File: config.mk
export PLATFORM = sky130hd
export DESIGN_NAME = proc_sequencer
export DESIGN_NICKNAME = d
export VERILOG_FILES = /design/src/rtl/proc_sequencer.sv
export SDC_FILE = /design/constraint.sdc
export NUM_CORES = 1
export LEC_CHECK = 0
export CELL_PAD_IN_SITES_DETAIL_PLACEMENT = 0
export CELL_PAD_IN_SITES_GLOBAL_PLACEMENT = 1
export CORE_ASPECT_RATIO = 0.75
export CORE_MARGIN = 2
export CORE_UTILIZATION = 24
export CTS_CLUSTER_SIZE = 40
export DETAILED_ROUTE_END_ITERATION = 7
export GPL_ROUTABILITY_DRIVEN = 0
export HOLD_SLACK_MARGIN = 0.06
export PLACE_DENSITY = 0.84
export SETUP_SLACK_MARGIN = 0.05
export SLEW_MARGIN = 25
export SYNTH_ARGS = -nofsm -noshare
export SYNTH_HDL_FRONTEND = slang
export SYNTH_SLANG_ARGS = --single-unit
File: constraint.sdc
create_clock -name clk -period 1.6 [get_ports clk]
set_input_delay 0.16 -clock clk [delete_from_list [all_inputs] [get_ports clk]]
set_output_delay 0.16 -clock clk [all_outputs]
set_load 0.1 [all_outputs]
File: src/rtl/proc_sequencer.sv
// rtl/proc_sequencer.sv - T0..T3 control sequencer for the 16-bit bus processor
module proc_sequencer (
  input  logic        clk,
  input  logic        rst,
  input  logic        run,
  input  logic [15:0] din,
  output logic [15:0] ir,
  output logic        ir_in,
  output logic [7:0]  r_in,
  output logic [7:0]  r_out,
  output logic        a_in,
  output logic        g_in,
  output logic        g_out,
  output logic        din_out,
  output logic        sub,
  output logic        done
);

  typedef enum logic [1:0] {T0 = 2'd0, T1 = 2'd1, T2 = 2'd2, T3 = 2'd3} step_e;

  localparam logic [2:0] OP_MV  = 3'b000;
  localparam logic [2:0] OP_MVI = 3'b001;
  localparam logic [2:0] OP_ADD = 3'b010;
  localparam logic [2:0] OP_SUB = 3'b011;

  step_e       step_q, step_d;
  logic [15:0] ir_q, ir_d;

  logic [2:0] opcode;
  logic [7:0] x_onehot;
  logic [7:0] y_onehot;

  assign opcode   = ir_q[15:13];
  assign x_onehot = 8'b0000_0001 << ir_q[12:10];
  assign y_onehot = 8'b0000_0001 << ir_q[9:7];

  // Raw decode before reset gating.
  logic       ir_in_c, a_in_c, g_in_c, g_out_c, din_out_c, sub_c, done_c;
  logic [7:0] r_in_c, r_out_c;

  // Step and instruction register; reset abandons any instruction in flight.
  always_ff @(posedge clk or posedge rst) begin
    if (rst) begin
      step_q <= T0;
      ir_q   <= 16'h0000;
    end else begin
      step_q <= step_d;
      ir_q   <= ir_d;
    end
  end

  // Next step and control strobes decoded from the current step and opcode.
  always_comb begin
    step_d    = step_q;
    ir_d      = ir_q;
    ir_in_c   = 1'b0;
    r_in_c    = 8'h00;
    r_out_c   = 8'h00;
    a_in_c    = 1'b0;
    g_in_c    = 1'b0;
    g_out_c   = 1'b0;
    din_out_c = 1'b0;
    sub_c     = 1'b0;
    done_c    = 1'b0;
    case (step_q)
      T0: begin
        ir_in_c = run;
        if (run) begin
          ir_d   = din;
          step_d = T1;
        end
      end
      T1: begin
        case (opcode)
          OP_MV: begin
            r_out_c = y_onehot;
            r_in_c  = x_onehot;
            done_c  = 1'b1;
            step_d  = T0;
          end
          OP_MVI: begin
            din_out_c = 1'b1;
            r_in_c    = x_onehot;
            done_c    = 1'b1;
            step_d    = T0;
          end
          OP_ADD, OP_SUB: begin
            r_out_c = x_onehot;
            a_in_c  = 1'b1;
            step_d  = T2;
          end
          default: begin
            done_c = 1'b1;
            step_d = T0;
          end
        endcase
      end
      T2: begin
        r_out_c = y_onehot;
        g_in_c  = 1'b1;
        sub_c   = ir_q[13];
        step_d  = T3;
      end
      T3: begin
        g_out_c = 1'b1;
        r_in_c  = x_onehot;
        done_c  = 1'b1;
        step_d  = T0;
      end
      default: step_d = T0;
    endcase
  end

  // Every strobe is forced low while reset is held, independent of run.
  always_comb begin
    ir      = ir_q;
    ir_in   = ir_in_c   & ~rst;
    r_in    = r_in_c    & {8{~rst}};
    r_out   = r_out_c   & {8{~rst}};
    a_in    = a_in_c    & ~rst;
    g_in    = g_in_c    & ~rst;
    g_out   = g_out_c   & ~rst;
    din_out = din_out_c & ~rst;
    sub     = sub_c     & ~rst;
    done    = done_c    & ~rst;
  end

endmodule

; ---- Word-level counts from Yosys, hierarchy flattened
; Cells that the tools add are included.
[totals]
regBits = 18
latchBits = 0
ram_bits = 0
rom_bits = 0
input_bits = 19
word_cells = 43
mem_count = 0
[classes]
add_sub_neg = 0
multipliers = 0
div = 0
n_lt_le_gt_ge = 0
n_eq_ne = 7
shift = 2
muxes = 17
bitwise = 10
n_reduce_logical = 5
[ops]
columns = operator, n
row1 = $pmux W8 S2, 3
row2 = $and A8 B8 Y8, 2
row3 = $shl A1 B3 Y8 const A, 2
row4 = $mux W1, 9
row5 = $mux W8, 1
row6 = $pmux W2 S4, 1
row7 = $and A1 B1 Y1, 7
row8 = $eq A3 B2 Y1 const B, 2
row9 = $eq A2 B2 Y1 const B, 2
row10 = $mux W2, 2
row11 = $reduce_or A2 Y1, 2
row12 = $eq A3 B1 Y1 const B, 1
row13 = $logic_not A3 Y1, 1
row14 = $eq A2 B1 Y1 const B, 1
row15 = $logic_not A2 Y1, 1
row16 = $ne A2 B2 Y1 const B, 1
row17 = $pmux W1 S2, 1
row18 = $reduce_and A2 Y1, 1
row19 = $not A1 Y1, 1

; ---- Logic depth before layout (Yosys ltp)
[depth]
ltp_word = 5
mapped_depth = 5
depth_no_buf = 5

; ---- Worst setup path before layout
; OpenSTA, ideal clock, no wires.
[synth_timing]
path_kind = register to output
from = reg ir_q[11], in the netlist ir[11]
to = out r_in[0]
arrival_time_ns = 4.104
required_time_ns = 1.440
setup_slack_ns = -2.664
stages_incl_launch_ff = 3
path_buffers = 0
path_cell_list = dfrtp_1 or2_2 nor4_1
[synth_via]
elab_chain_len = 4
[synth_lines]
columns = item, line
row1 = from (decl), 27  ; logic [15:0] ir_q, ir_d;
row2 = from (signal assigned), 48  ; ir_q <= ir_d;
row3 = $shl A1 B3 Y8 *, 34  ; assign x_onehot = 8'b0000_0001 << ir_q[12:10];
row4 = $mux W8, 74  ; case (opcode)
row5 = $pmux W8 S2 *, 65  ; case (step_q)
row6 = $and A8 B8 Y8 *, 118  ; r_in = r_in_c & {8{~rst}};
row7 = to (decl), 9  ; output logic [7:0] r_in,
; Every way passes the cells marked *; elsewhere a longest branch is shown, timed or not.

; ---- Worst setup path in the final report
[layout_timing]
from = reg step_q[0]
to = out r_out[5]
[layout_via]
elab_chain_len = 3
word_cells_on_any_way = 4
[layout_lines]
columns = item, line
row1 = from (decl), 26  ; step_e step_q, step_d;
row2 = from (signal assigned), 47  ; step_q <= step_d;
row3 = $eq A2 B2 Y1 or $eq A2 B1 Y1 (tied branches), 65
row4 = $pmux W8 S2 *, 65
row5 = $and A8 B8 Y8 *, 119  ; r_out = r_out_c & {8{~rst}};
row6 = to (decl), 10  ; output logic [7:0] r_out,
; Marked as above.

==> impl_metrics.ini <==
[sta]
post-route-period-util_pct = 129
setup_viol = 22
maxSlewHeadroom_pct = 69.1
tightestPinTransition_ns = 0.464
rsz0062_at_grt = yes
clock_skew_ns = 0.00187
layout_min_cycle_time_ns = 2.06
fin_ws_ns = -0.460
max_freq_mhz = 485
maxSlewViolCount = 0
hold_violations = 0

[floorplanning]
start_util_pct = 25.1
num_rows = 20
die_area_mm2 = 0.00480
die_w_um = 79.4
die_h_um = 60.5
io_pins = 58
core_mm2 = 0.00408

[run_status]
status = finished with violations
violations = negative setup slack

[synthesis]
synth_edf_count = 0
syn_inst = 98
synth.avg_cell_area_um2 = 10.4
synth_seq_cells = 18
synth_nets = 121
yosysWarnings = 0
syn_area_mm2 = 0.00102
synth-async-reset-ratio_pct = 100
synthFlopType = dfrtp_1
synth.distinct_cells = 24
ys_seq_area_share_pct = 44.1

[grt]
grt_pass1_vias = 1323
grt_pass1_wl_mm = 6.70
grtUsageTotal_pct = 18.6
grt_overflow = 0
antenna_found_initial = 0
grt_max_degree = 19

[final_layout]
n_fill_cell = 259
post_route_cells_drive_above_1_share_pct = 78.9
diodes = 0
fin_util_pct = 69.8
syn2layout_area_growth_pct = 178
final_area_mm2 = 0.00285
layout.nets = 209

[placed_design]
detailed_place_hpwl_mm = 3.35
place_area_mm2 = 0.00259
portBuffers = 57

[clock_tree]
cts-root-buf = clkbuf_8
clockBufferDepth = 2
cts_inserted_buffers = 3
cts.htree.levels = 1
clock-sinks = 18
insertion_delay_ns = 0.24
path_clk_slew_ns = 0.07
cts_tree = yes

[critical_path]
cp-start-kind = flip-flop
crit_chain = inv_2 > ha_4 > nor2b_4 > nand3b_1 > buf_4 > o22ai_4 > buf_12
slowest_delay_ns = 0.40
crit_path_end_kind = output pin
crit_arrival_ns = 1.90
critPathMaxFanout = 4
required_ns = 1.44
crit_slowest_cell = dfrtp_2
worstSetupPathType = flip-flop to output pin

[routing]
drtAntennaViolNets = 0
dr.pass1.iters = 4
initialDrtViolationCount = 18
wirelength_mm = 4.15
post-route-drc-count = 0
wl_per_cell_um = 17.3
drt-vias-per-instance = 4.83
routed-via-count = 1159

[min_path]
worstHoldPathType = primary input to flip-flop

[flow_run]
max_cap_violations = 0
[repair_timing]
action,4_1_cts,5_1_grt
endpoints found under the setup margin,24,23
resized for setup,21,5
buffers inserted,8,4
pin swaps,11,7
hold buffers,0,0
[layer usage]
metal / GRT usage, % / vias up / share of wire (%)
li1: - / 536 / -
met1: 19.7 / 565 / 35
met2: 36.6 / 51 / 56
met3: 5.06 / 7 / 7.2
met4: 6.16 / 0 / 1.1
met5: 0 / - / 0
[registers in the layout, summed over array words and instances (netlist names), named ones only]
register / count
step_q: 1
ir: 16
[Yosys cell counts (2+ instances only)]
master    instances  area (um2)
dfrtp_1          18         450
mux2_2           16         180
nor2_1            8        30.0
nor3_1            6        30.0
nand2_1           5        18.8
ha_1              4        50.1
inv_1             4        15.0
nor2b_1           4        25.0
nor4_1            4        25.0
o22ai_1           4        25.0
o32ai_1           4        35.0
a21oi_1           3        15.0
nand2b_1          3        18.8
nand3b_1          3        22.5
buf_2             2        10.0
o21ai_0           2        10.0
[cell families after synthesis]
group	share of synthesized area, %
mux	17.6
simple gates	21.4
fa+ha+maj	4.90
buf+inv	2.81
flops	44.1
compound gates	9.18
[critical path: cells and delay by family, from the launching register on]
kind                     cells  cell delay [ns]
buffers and inverters        3             0.46
adder cells (fa/ha/maj)      1             0.27
flip-flops                   1             0.40
AO/OA/AOI/OAI                1             0.16
AND/OR/NAND/NOR              2             0.36
[area by class of cell]
class                           count  area, um2  area share [%]
Clock buffer                        4       55.1            1.93
Inverter                            4       18.8           0.660
Multi-Input combinational cell     73       1010            35.5
Sequential cell                    18        475            16.7
Tap cell                           55       68.8            2.42
Timing Repair Buffer               86       1220            42.8
[cells in the final DEF, fill, tap and decap left out, types with 5 or more instances in the layout]
cell type and count:
buf_6 7, buf_4 21, nor3_4 6, dfrtp_1 8
dfrtp_2 5, mux2_2 16, buf_12 40, clkdlybuf4s50_1 18
dfrtp_4 5
[through the flow]
stage	hold slack [ns]	TNS, ns	worst slack [ns]	instances
global route	0.526	-7.90	-0.533	240
global placement	0.554	-1.88	-0.169	226
floorplan	0.310	-8.40	-0.586	98
finish	0.526	-6.45	-0.460	240
detailed placement	0.565	-3.11	-0.280	226
CTS	0.522	-6.33	-0.458	238
[worst paths after layout]
kind                                start  endpoint  slack (ns)  cells after the start
worst max-delay path            step_q[0]  r_out[5]       -0.46                      7
worst min register to register      ir[0]     ir[0]        0.58                      1
min in group asynchronous             rst    ir[11]        0.65                      4
worst max register to register  step_q[0]    ir[14]        0.15                      5
worst min-delay path               din[8]     ir[8]        0.53                      2
max in group asynchronous             rst    ir[10]        0.74                      4
Power is left out: the tool's default activity adds up to more than one toggle a clock period on the data nets, which glitch-free logic cannot reach.
